===== config.mk =====
export PLATFORM = sky130hd
export DESIGN_NAME = trap_sequencer
export DESIGN_NICKNAME = d
export VERILOG_FILES = /design/src/rtl/trap_sequencer.sv
export SDC_FILE = /design/constraint.sdc
export NUM_CORES = 1
export LEC_CHECK = 0
export BUFFER_PORTS_ARGS = -buffer_cell sky130_fd_sc_hd__buf_4
export CORE_ASPECT_RATIO = 0.7
export CORE_MARGIN = 5
export CORE_UTILIZATION = 30
export CTS_BUF_LIST = sky130_fd_sc_hd__clkbuf_8
export DETAILED_ROUTE_END_ITERATION = 8
export PLACE_DENSITY_LB_ADDON = 0.15
export SLEW_MARGIN = 20
export SYNTH_ARGS = -nofsm -noshare
export SYNTH_HDL_FRONTEND = slang
export SYNTH_SLANG_ARGS = --single-unit

===== constraint.sdc =====
create_clock -name clk -period 6.7 [get_ports clk]
set_input_delay 1.34 -clock clk [delete_from_list [all_inputs] [get_ports clk]]
set_output_delay 1.34 -clock clk [all_outputs]
set_load 0.01 [all_outputs]

===== src/rtl/trap_sequencer.sv =====
// trap_sequencer: M-mode trap/mret controller sequencing CSR writes then a PC redirect.
// Optional VECTORED_MTVEC_EN: vectored mtvec mode for interrupts.
module trap_sequencer #(
  parameter logic [31:0] RESET_VEC = 32'h0000_0000,
  parameter int CSR_ADDR_W = 12
) (
  input  logic                  clk,
  input  logic                  rst,
  input  logic                  inst_valid,
  input  logic                  exc_illegal,
  input  logic                  exc_ecall,
  input  logic                  exc_lfault,
  input  logic                  exc_sfault,
  input  logic                  ext_irq,
  input  logic                  mret,
  input  logic [31:0]           pc,
  input  logic [31:0]           inst,
  input  logic [31:0]           badaddr,
  input  logic [31:0]           mstatus_in,
  input  logic [31:0]           mtvec_in,
  input  logic [31:0]           mepc_in,
  output logic                  csr_w,
  output logic [CSR_ADDR_W-1:0] csr_waddr,
  output logic [31:0]           csr_wdata,
  output logic [1:0]            csr_wsc_mode,
  output logic                  stall,
  output logic                  redirect_valid,
  output logic [31:0]           redirect_pc,
  output logic                  busy
);
  typedef enum logic [2:0] {IDLE, W_MEPC, W_MCAUSE, W_MTVAL, W_MSTATUS, R_MSTATUS, REDIRECT} state_t;
  localparam logic [CSR_ADDR_W-1:0] A_MSTATUS = CSR_ADDR_W'(12'h300);
  localparam logic [CSR_ADDR_W-1:0] A_MEPC    = CSR_ADDR_W'(12'h341);
  localparam logic [CSR_ADDR_W-1:0] A_MCAUSE  = CSR_ADDR_W'(12'h342);
  localparam logic [CSR_ADDR_W-1:0] A_MTVAL   = CSR_ADDR_W'(12'h343);
  state_t state;
  logic [31:0] cause_q, tval_q, mst_q;
  logic irq_q;
  logic ev, trap, ret;
  logic [31:0] cause_n, tval_n, mst_trap, mst_ret, base, tvec, trap_pc;
  assign csr_wsc_mode = 2'b01;
  assign busy = state != IDLE;
  assign ev = inst_valid && state == IDLE;
  assign trap = ev && (exc_illegal || exc_ecall || exc_lfault || exc_sfault || (ext_irq && mstatus_in[3]));
  assign ret = ev && mret && !trap;
  assign stall = busy || trap || ret;
  assign cause_n = exc_illegal ? 32'd2 : exc_ecall ? 32'd11 : exc_lfault ? 32'd5 : exc_sfault ? 32'd7 : 32'h8000_000B;
  assign tval_n = exc_illegal ? inst : exc_ecall ? 32'd0 : (exc_lfault || exc_sfault) ? badaddr : 32'd0;
  assign mst_trap = {mst_q[31:13], 2'b11, mst_q[10:8], mst_q[3], mst_q[6:4], 1'b0, mst_q[2:0]};
  assign mst_ret = {mstatus_in[31:13], 2'b11, mstatus_in[10:8], 1'b1, mstatus_in[6:4], mstatus_in[7], mstatus_in[2:0]};
  assign base = mtvec_in & 32'hFFFF_FFFC;
`ifdef VECTORED_MTVEC_EN
  assign tvec = (mtvec_in[1:0] == 2'b01 && irq_q) ? base + {cause_q[29:0], 2'b00} : base;
`else
  assign tvec = base;
`endif
  assign trap_pc = base == 32'd0 ? RESET_VEC : tvec;
  always_ff @(posedge clk or posedge rst) begin
    if (rst) begin
      state <= IDLE;
      csr_w <= 1'b0;
      csr_waddr <= '0;
      csr_wdata <= '0;
      redirect_valid <= 1'b0;
      redirect_pc <= '0;
      cause_q <= '0;
      tval_q <= '0;
      mst_q <= '0;
      irq_q <= 1'b0;
    end else begin
      csr_w <= 1'b0;
      csr_waddr <= '0;
      csr_wdata <= '0;
      redirect_valid <= 1'b0;
      redirect_pc <= '0;
      case (state)
        IDLE:
          if (trap) begin
            cause_q <= cause_n;
            tval_q <= tval_n;
            mst_q <= mstatus_in;
            irq_q <= cause_n[31];
            state <= W_MEPC;
            csr_w <= 1'b1;
            csr_waddr <= A_MEPC;
            csr_wdata <= {pc[31:2], 2'b00};
          end else if (ret) begin
            state <= R_MSTATUS;
            csr_w <= 1'b1;
            csr_waddr <= A_MSTATUS;
            csr_wdata <= mst_ret;
          end
        W_MEPC: begin
          state <= W_MCAUSE;
          csr_w <= 1'b1;
          csr_waddr <= A_MCAUSE;
          csr_wdata <= cause_q;
        end
        W_MCAUSE: begin
          state <= W_MTVAL;
          csr_w <= 1'b1;
          csr_waddr <= A_MTVAL;
          csr_wdata <= tval_q;
        end
        W_MTVAL: begin
          state <= W_MSTATUS;
          csr_w <= 1'b1;
          csr_waddr <= A_MSTATUS;
          csr_wdata <= mst_trap;
        end
        W_MSTATUS: begin
          state <= REDIRECT;
          redirect_valid <= 1'b1;
          redirect_pc <= trap_pc;
        end
        R_MSTATUS: begin
          state <= REDIRECT;
          redirect_valid <= 1'b1;
          redirect_pc <= mepc_in;
        end
        default: state <= IDLE;
      endcase
    end
  end
endmodule

# ---- After elaboration in Yosys (flattened, before gate mapping)
# Index checks and enable logic that the tools add are counted.
dict set report classes {
  n_mux 22
  reduce_logical 19
  eq_ne 6
}
# op n
set op_table {}
lappend op_table {{2-to-1 mux 32 bit} 10}
lappend op_table {{one-hot mux 32 bit (4 select lines)} 1}
lappend op_table {{one-hot mux 32 bit (2 select lines)} 1}
lappend op_table {{one-hot mux 10 bit (4 select lines)} 1}
lappend op_table {{logical NOT 32 bit} 1}
lappend op_table {{2-to-1 mux 10 bit} 2}
lappend op_table {{one-hot mux 3 bit (5 select lines)} 1}
lappend op_table {{logical OR 1 bit} 7}
lappend op_table {{== test 3 x 2 -> 1 bit (second input constant)} 2}
lappend op_table {{== test 3 bit (second input constant)} 2}
lappend op_table {{2-to-1 mux 3 bit} 2}
lappend op_table {{logical AND 1 bit} 5}
lappend op_table {{== test 3 x 1 -> 1 bit (second input constant)} 1}
lappend op_table {{logical NOT 3 bit} 1}
lappend op_table {{2-to-1 mux 1 bit} 3}
lappend op_table {{!= test 3 bit (second input constant)} 1}
lappend op_table {{nonzero test 3 bit} 1}
lappend op_table {{OR reduction 3 bit} 1}
lappend op_table {{one-hot mux 1 bit (2 select lines)} 1}
lappend op_table {{AND reduction 2 bit} 1}
lappend op_table {{OR reduction 2 bit} 1}
lappend op_table {{logical NOT 1 bit} 1}
dict set report word_totals {
  wordCells 56
  reg_bits 177
}

# ---- Depth between registers and ports, before layout
# Gate-level depths: netlist of the first run.
dict set report logic_depth {
  depth_word 10
  ltp_mapped 8
}

# ---- Least setup slack after synthesis of the first run
# OpenSTA, ideal clock, no wires.
dict set report synth_timing {
  path_kind {input-to-output}
  start {input port exc_ecall}
  end {output port stall}
  slack_ns 3.037
  path_buffers 0
  t_required_ns 5.360
  t_arrival_ns 2.323
  path_stages 4
  cell_sequence {nor4_4 > nand2_1 > o21ai_0 > nand2b_1}
}
dict set report synth_between {
  elab_chain_len 8
}
# item line
set synth_lines {}
lappend synth_lines {{from (decl)} 11} ;# input logic exc_ecall,
lappend synth_lines {{logical OR 1 bit (*) (4 in series)} 44} ;# assign trap = ev && (exc_illegal || exc_ecall || exc_lfault || exc_sfault || (ext_irq && mstatus_in[3]));
lappend synth_lines {{logical AND 1 bit (*)} 44}
lappend synth_lines {{logical NOT 1 bit} 45} ;# assign ret = ev && mret && !trap;
lappend synth_lines {{logical AND 1 bit} 45}
lappend synth_lines {{logical OR 1 bit (*)} 46} ;# assign stall = busy || trap || ret;
lappend synth_lines {{to (decl)} 26} ;# output logic stall,
# Every way passes the cells marked *; elsewhere a longest branch is shown, timed or not.

# ---- Final worst setup path of the first run
dict set report layout_timing {
  start {input port exc_illegal}
  end {output port stall}
}
dict set report layout_between {
  elab_chain_len 8
}
# item line
set layout_lines {}
lappend layout_lines {{from (decl)} 10} ;# input logic exc_illegal,
lappend layout_lines {{logical OR 1 bit (*) (4 in series)} 44}
lappend layout_lines {{logical AND 1 bit (*)} 44}
lappend layout_lines {{logical NOT 1 bit} 45}
lappend layout_lines {{logical AND 1 bit} 45}
lappend layout_lines {{logical OR 1 bit (*)} 46}
# Marked as above.

==> results_dict.tcl, run 1 <==
set metrics [dict create \
    gr-total-overflow 0 \
    grt_first_pass_wirelength_um 32000 \
    floorplan.initialDensity_pct 30.7 \
    drtAntennaViolNets 0 \
    mostFrequentLayoutCells "buf_4, dfrtp_1, nor2_1" \
    fp-row-count 44 \
    ys_seq_elements 139 \
    clockPowerShare_pct 20.5 \
    rsz0062_at_grt "no" \
    reg2reg_to "mst_q[8]" \
    hp-class "register to register" \
    fp.dieH_um 132 \
    skew_ps 13.0 \
    comb_power_share_pct 39.6 \
    p_seq_share_pct 39.9 \
    arrival_ps 2990 \
    hold_violations 0 \
    cts_tree "built" \
    power_density_mw_per_mm2 389 \
    r2r-start "state[1]" \
    max_stage_delay_ps 460 \
    hold_path_depth 1 \
    grt_usage_pct 16.8 \
    dpl.hpwl_um 15500 \
    yosys.area.top_type "dfrtp_1" \
    remaining_drc_errors 0 \
    path_buf_inv 3 \
    seqCellArea_mm2 0.00348 \
    syn_area_mm2 0.00638 \
    cp_max_fo 38 \
    cts_hold_buf 0 \
    irDropWorstVdd_mv 0.158 \
    numCtsBuffers 17 \
    fin_cells 1104 \
    grt_max_degree 96 \
    fillers 1987 \
    slowest_stage "nor4_4" \
    htree_levels 4 \
    final_common_cell "buf_4" \
    fp.dieW_um 184 \
    grt_pass1_vias 5570 \
    yosys.area.top_type_share_pct 54.5 \
    setup.worst_path.start_class "primary input" \
    layout_min_cycle_time_ps 4330 \
    crit_path_end_kind "output port" \
    final.setup.tns_ps 0 \
    avgRoutedWirePerCell_um 19.0 \
    diodes 0 \
    ios 283 \
    min_to "cause_q[2]" \
    outcome "finished, final reports clean" \
    num_vias 5404 \
    totalWireLength_um 21000 \
    io_buffers 267 \
    tightest_slew_ps 1090 \
    intPower_mw 2.23 \
    critical_path_class "primary input to output port" \
    swShare_pct 35.9 \
    cpLargestDelayFamily "buffers and inverters" \
    maxCapViolCount 0 \
    coreArea_mm2 0.0208 \
    area.growth.synth_to_final_pct 40.3 \
    ctsResizeCount 0 \
    viasPerCell 4.89 \
    nNetsFinal 1016 \
    min_period_over_period_pct 64.6 \
    synth.distinct_cells 40 \
    cp.required_ps 5360 \
    dieArea_mm2 0.0243 \
    setup_viol 0 \
    clockBufferDepth 2 \
    synth_cells 571 \
    slew_viol_final 0 \
    relSlewSlack_pct 27.0 \
    ff2ff_setup_slack_ps 3820 \
    clk_latency_ps 440 \
    power_mw 3.48 \
    fmax_ghz 0.231 \
    layout-drive-gt1-share_pct 43.4 \
    dp_cells 1071 \
    ys_seq_area_share_pct 54.5 \
    clk_pin_slew_ps 80 \
    post_cts_buffers 0 \
    yosys_warnings 0 \
    cellLeakagePower_nw 4.20 \
    r2r_cells 4 \
    gp_congestion 0.880 \
    switchingPower_mw 1.25 \
    cp_common_cell "buf_4" \
    syn_area_per_cell_um2 11.2 \
    synthTopCellsByArea "dfrtp_1, mux2i_1, mux2_2, nor2_1, a22oi_1" \
    dr.pass1.iters 5 \
    hp-start "cause_q[2]" \
    multi_input_area_mm2 0.00258 \
    cts_root_buf "clkbuf_8" \
    drt_iter0_markers 345 \
    cts.sinks 139 \
    path_cells "buf_4 > nor4_4 > nand2_1 > buf_4 > o21ai_0 > nand2b_1 > buf_4" \
    antenna_found_initial 0 \
]
==> registers in the layout, indices dropped and copies added, names as in the netlist <==
name / cells
csr_w: 1
csr_wdata: 32
state: 3
cause_q: 5
redirect_valid: 1
csr_waddr: 4
redirect_pc: 32
tval_q: 32
mst_q: 29
==> power groups by stage <==
stage | Clock, mW | Combinational, mW | Sequential [mW]
after floorplan | 0 | 0.872 | 1.38
after global placement | 0 | 1.37 | 1.40
after detailed placement | 0 | 1.39 | 1.41
after CTS | 0.735 | 1.39 | 1.39
after global routing | 0.774 | 1.51 | 1.43
final | 0.713 | 1.38 | 1.39
==> layout make-up <==
type / instances / share of cell area, %
clock buffers: 17 / 2.62
clock inverters: 15 / 1.94
inverters: 7 / 0.350
multi-input cells: 373 / 28.8
flip-flops and latches: 139 / 38.9
well taps: 276 / 3.86
repair buffers: 277 / 23.5
==> through the flow <==
step / utilization [%] / cell area (um2) / setup slack (ps) / hold WS (ps)
global route: 43.0 / 8950 / 2180 / 526
global placement: 40.9 / 8510 / 2370 / 488
detailed placement: 40.9 / 8510 / 2370 / 495
CTS: 42.8 / 8920 / 2360 / 513
finish: 43.0 / 8950 / 2370 / 510
floorplan: - / 6400 / 1640 / 467
==> worst max-delay path by stage <==
stage | from | end | slack, ps | cells past startpoint
2_1_floorplan | rst | cause_q[0] | 1640 | 1
5_1_grt | exc_illegal | stall | 2180 | 7
3_5_place_dp | exc_illegal | stall | 2370 | 7
3_3_place_gp | exc_illegal | stall | 2370 | 7
4_1_cts | exc_illegal | stall | 2360 | 7
6_report | exc_illegal | stall | 2370 | 7
==> cell families after synthesis <==
group,share of synthesized area (%)
DFF,54.5
muxes,13.9
other,0.118
AOI/OAI and AO/OA,14.1
and+or+nand+nor,11.4
buffers and inverters,5.69
xor gates and xnor gates,0.275
==> cells in the mapped netlist (all sizes together) <==
cell type	count
o21ai	13
inv	7
or4	1
nor2b	1
and3	2
nor4	1
nand4	24
a311o	2
nor3	1
nand3	28
o22ai	3
a41o	1
or4b	1
mux2	28
nand2	6
and2	1
o31ai	1
and3b	1
nand2b	3
nor4b	1
a31oi	1
xnor2	2
conb	2
a22o	1
a211oi	2
a22oi	34
a221oi	2
or3	1
o211ai	26
buf	38
nor2	78
mux2i	57
a21oi	41
clkbuf	21
dfrtp	139
==> metal layers <==
layer	global-route usage [%]	share of wire [%]	vias up
met3	3.81	9.3	12
li1	-	-	2535
met2	24.7	43	237
met5	0	0	-
met4	4.19	0.86	0
met1	25.2	47	2620
(Power assumes the default switching activity.)
==> run 2: changes to the inputs <==
Settings changed: ABC_AREA set to 1.
Clock period 6.7 ns to 4 ns, I/O delays scaled along.
==> results_dict.tcl, run 2 <==
set metrics [dict create \
    synthTopCellsByCount "nand2_1, dfrtp_1, nand3_1" \
    switchingPower_mw 2.09 \
    floorplan.initialDensity_pct 30.4 \
    fp.dieW_um 187 \
    slowest_stage "nand2_4" \
    arrival_ps 2240 \
    fin_cells 1361 \
    max_stage_delay_ps 350 \
    final.setup.tns_ps 0 \
    gr-total-overflow 0 \
    clockPowerShare_pct 20.7 \
    numCtsBuffers 17 \
    dieArea_mm2 0.0250 \
    outcome "finished, final reports clean" \
    seqCellArea_mm2 0.00348 \
    ios 283 \
    min_period_over_period_pct 76.0 \
    ys_seq_area_share_pct 53.0 \
    grt_pass1_vias 6092 \
    drtAntennaViolNets 0 \
    comb_power_share_pct 38.9 \
    syn_area_mm2 0.00657 \
    power_density_mw_per_mm2 611 \
    clockBufferDepth 2 \
    clk_pin_slew_ps 80 \
    cts_tree "built" \
    relSlewSlack_pct 36.1 \
    ff2ff_setup_slack_ps 1900 \
    reg_top3 "csr_wdata x32, redirect_pc x32, tval_q x32" \
    cts_hold_buf 0 \
    place_ws_ps 899 \
    htree_levels 4 \
    synth_cells 826 \
    cellLeakagePower_nw 5.00 \
    tightest_slew_ps 956 \
    grt_max_degree 92 \
    p_seq_share_pct 40.4 \
    clk_latency_ps 440 \
    maxCapViolCount 0 \
    path_cells "buf_4 > nor2_2 > nand3_4 > buf_4 > nand2_4 > nand3_1 > buf_4" \
    dpl.hpwl_um 14900 \
    slew_viol_final 0 \
    cts.sinks 139 \
    antenna_found_initial 0 \
    r2r-start "state[0]" \
    fmax_ghz 0.329 \
    ctsResizeCount 0 \
    cp.required_ps 3200 \
    hold_violations 0 \
    fillers 2295 \
    grt_first_pass_wirelength_um 33900 \
    diodes 0 \
    gp_congestion 0.732 \
    yosys_warnings 0 \
    setup_viol 0 \
    dr.pass1.iters 4 \
    skew_ps 11.7 \
    irDropWorstVdd_mv 0.202 \
    setup.worst_path.start_class "primary input" \
    rsz0062_at_grt "no" \
    remaining_drc_errors 0 \
    dp_cells 1330 \
    synth_flop_cell "dfrtp_1" \
    yosys.area.top_type "dfrtp_1" \
    grt_usage_pct 17.1 \
    synthTopCellsByArea "dfrtp_1, nand2_1, nand3_1, nand3b_1, o21ai_0" \
    final_common_cell "nand2_1" \
    hp-class "primary input to asynchronous set/reset pin" \
    layout-drive-gt1-share_pct 30.0 \
    cp_common_cell "buf_4" \
    swShare_pct 37.6 \
    fp-row-count 45 \
    coreArea_mm2 0.0216 \
    post_cts_buffers 0 \
    synth-edff-count 0 \
    syn_area_per_cell_um2 7.95 \
    nNetsFinal 1268 \
    post-synth-top-count-cell "nand2_1" \
    critical_path_class "primary input to output port" \
    yosys.area.top_type_share_pct 53.0 \
    cts_root_buf "clkbuf_8" \
    fin_ws_ps 960 \
    ys_seq_elements 139 \
    mostFrequentLayoutCells "nand2_1, buf_4, dfrtp_1" \
    drt_iter0_markers 310 \
    io_buffers 267 \
    async_flop_share_pct 100 \
    avgRoutedWirePerCell_um 15.9 \
    area.growth.synth_to_final_pct 38.6 \
    synth.distinct_cells 22 \
    cp_max_fo 31 \
    reg2reg_to "csr_wdata[24]" \
    totalWireLength_um 21700 \
    intPower_mw 3.47 \
    crit_path_end_kind "output port" \
    num_vias 6097 \
    layout_min_cycle_time_ps 3040 \
    r2r_cells 6 \
    viasPerCell 4.48 \
    fp.dieH_um 134 \
    multi_input_area_mm2 0.00269 \
]
==> run 2: cell count changes after synthesis, sizes merged, moves of 34 or more <==
cell | previous run | this run
a22oi | 34 | 0
nor2 | 78 | 15
nand2 | 6 | 392
a21oi | 41 | 4
nand3 | 28 | 129
mux2i | 57 | 0
==> run 2: layout make-up <==
| cell class | count | area share (%) |
|---|---|---|
| clock inverter | 13 | 1.55 |
| clock buffer | 18 | 2.72 |
| timing repair buffer | 279 | 23.3 |
| sequential | 139 | 38.2 |
| multi-input combinational | 612 | 29.6 |
| inverter | 18 | 0.784 |
| tap | 282 | 3.88 |
==> run 2: worst max path at each step <==
stage / from / end / slack (ps) / cells after the start
after floorplan: rst / cause_q[0] / 1460 / 1
after global placement: exc_lfault / stall / 920 / 7
after detailed placement: exc_lfault / stall / 900 / 7
after CTS: exc_lfault / stall / 890 / 7
after global routing: exc_lfault / stall / 800 / 7
final: exc_lfault / stall / 960 / 7
==> run 2: cell families (layout without fill, tap and decap cells) <==
group | Yosys count | after routing | share of synthesized area, %
simple gates | 566 | 566 | 37.2
flops | 139 | 139 | 53.0
buf+inv | 82 | 328 | 6.94
compound gates | 37 | 37 | 2.82
other cells | 2 | 9 | 0.114
==> run 2: routing by layer <==
metal  GRT usage (%)  vias up  wire length [um]
li1                -     3091                 -
met1            24.2     2800             10300
met2            25.9      191              9700
met3            5.15       15              1470
met4            3.86        0               199
met5               0        -                 0
==> run 2: per-stage QoR <==
step,power [mW],utilization (%),cell area [um2],hold WS (ps)
5_1_grt,6.01,42.1,9100,456
6_report,5.56,42.1,9100,446
4_1_cts,5.66,42.1,9100,431
3_5_place_dp,4.48,40.3,8710,465
2_1_floorplan,3.53,-,6600,442
3_3_place_gp,4.46,40.3,8710,457
==> run 2: worst max-delay path, delay by kind of cell <==
family | cells | cell delay, ps
AND/OR/NAND/NOR | 4 | 830
buffers and inverters | 3 | 590
==> run 2: power by group through the flow <==
stage / Sequential [mW] / Clock [mW] / Combinational (mW)
6_report: 2.25 / 1.15 / 2.17
5_1_grt: 2.31 / 1.26 / 2.44
3_3_place_gp: 2.26 / 0 / 2.20
2_1_floorplan: 2.37 / 0 / 1.17
4_1_cts: 2.25 / 1.19 / 2.22
3_5_place_dp: 2.27 / 0 / 2.21
==> run 3: changes to the inputs <==
Settings changed: ABC_AREA 1 to 0.
Clock period 4 ns to 2.7 ns, I/O delays scaled along.
==> results_dict.tcl, run 3 (synthesis results as in run 1) <==
set metrics [dict create \
    drtAntennaViolNets 0 \
    grt_first_pass_wirelength_um 32800 \
    arrival_ps 1890 \
    seqCellArea_mm2 0.00348 \
    remaining_drc_errors 0 \
    htree_levels 4 \
    crit_path_end_kind "output port" \
    cts_root_buf "clkbuf_8" \
    area.growth.synth_to_final_pct 41.8 \
    multi_input_area_mm2 0.00258 \
    ios 283 \
    rsz0062_at_grt "no" \
    gp_congestion 0.904 \
    setup_viol 0 \
    dieArea_mm2 0.0243 \
    setup.worst_path.start_class "register" \
    fp-row-count 44 \
    coreArea_mm2 0.0208 \
    nNetsFinal 1025 \
    startpoint "state[0]" \
    post_cts_buffers 0 \
    avgRoutedWirePerCell_um 19.2 \
    min_period_over_period_pct 90.1 \
    irDropWorstVdd_mv 0.323 \
    grt_max_degree 58 \
    r2r-start "state[0]" \
    dpl.hpwl_um 15800 \
    relSlewSlack_pct 44.1 \
    clockBufferDepth 2 \
    floorplan.initialDensity_pct 30.7 \
    hp-class "primary input to asynchronous set/reset pin" \
    cts_hold_buf 0 \
    numCtsBuffers 17 \
    drt_iter0_markers 259 \
    tightest_slew_ps 838 \
    mostFrequentLayoutCells "buf_4, dfrtp_1, nor2_1" \
    totalWireLength_um 21300 \
    hold_violations 0 \
    skew_ps 13.3 \
    fp.dieW_um 184 \
    cp.required_ps 2160 \
    clk_latency_ps 460 \
    reg_top3 "csr_wdata x32, redirect_pc x32, tval_q x32" \
    fp.dieH_um 132 \
    outcome "finished, final reports clean" \
    cp_max_fo 21 \
    antenna_found_initial 0 \
    ctsResizeCount 0 \
    power_density_mw_per_mm2 974 \
    cts_tree "built" \
    final_util_pct 43.5 \
    clk_pin_slew_ps 90 \
    grt_pass1_vias 5645 \
    viasPerCell 4.83 \
    slew_viol_final 0 \
    dr.pass1.iters 4 \
    final.setup.tns_ps 0 \
    layout-drive-gt1-share_pct 44.1 \
    cts.sinks 139 \
    gr-total-overflow 0 \
    io_buffers 267 \
    fillers 1998 \
    grt_usage_pct 17.4 \
    maxCapViolCount 0 \
    fmax_ghz 0.411 \
    cellLeakagePower_nw 4.25 \
    num_vias 5375 \
    final_common_cell "buf_4" \
    diodes 0 \
    critical_path_class "register to output port" \
    layout_min_cycle_time_ps 2430 \
]
==> run 3: changes by cell type in the layout (fill, tap and decap cells not counted), sizes merged, moves of 28 or more <==
cell   change
a21oi     +37
mux2      +28
mux2i     +57
nand2    -386
a22oi     +34
nand3    -101
nor2      +63
==> run 3: metal layers <==
layer / GRT usage (%) / up-vias / share of wire (%) / wire length [um]
met2: 26.2 / 219 / 45 / 9500
met5: 0 / - / 0 / 0
met1: 24.6 / 2591 / 46 / 9830
li1: - / 2550 / - / -
met4: 5.09 / 0 / 1.2 / 261
met3: 4.63 / 15 / 8.2 / 1750
==> run 3: report_power, final <==
group,internal (mW),leakage [nW],switching (mW),total (mW)
Clock,0.962,0.211,0.907,1.87
Combinational,1.71,2.31,1.81,3.52
Sequential,2.94,1.73,0.486,3.42
==> run 3: per-stage QoR <==
| stage | worst slack (ps) | cell area (um2) | hold WS, ps | std cells | total power [mW] |
|---|---|---|---|---|---|
| after floorplan | 425 | 6410 | 467 | 578 | 5.59 |
| after global placement | 425 | 8620 | 489 | 1081 | 6.95 |
| after detailed placement | 375 | 8620 | 496 | 1081 | 7.05 |
| after CTS | 235 | 9050 | 174 | 1112 | 8.94 |
| after global routing | 159 | 9050 | 206 | 1112 | 9.43 |
| final | 268 | 9050 | 187 | 1112 | 8.81 |
==> run 3: worst paths after layout <==
path                                      to  slack, ps  depth (start not counted)
worst max-delay path                   stall        270                          4
worst min-delay path            csr_wdata[3]        190                          2
worst max register to register     tval_q[5]        450                          5
worst min register to register     mst_q[19]        510                          1
max in group asynchronous          mst_q[13]       1770                          3
min in group clk                  cause_q[1]        310                          2
==> run 3: area by class of cell <==
cell class,instances,share of cell area [%]
multi-input cells,373,28.5
flip-flops and latches,139,38.5
inverters,7,0.332
repair buffers,286,24.1
clock inverters,13,1.99
clock buffers,18,2.74
well taps,276,3.82
==> run 3: worst max-delay path, cell delays in order, from the launching register on <==
cell      delay (ps)
dfrtp_4          480
buf_4            240
or3_1            410
nand2b_1         160
buf_4            150
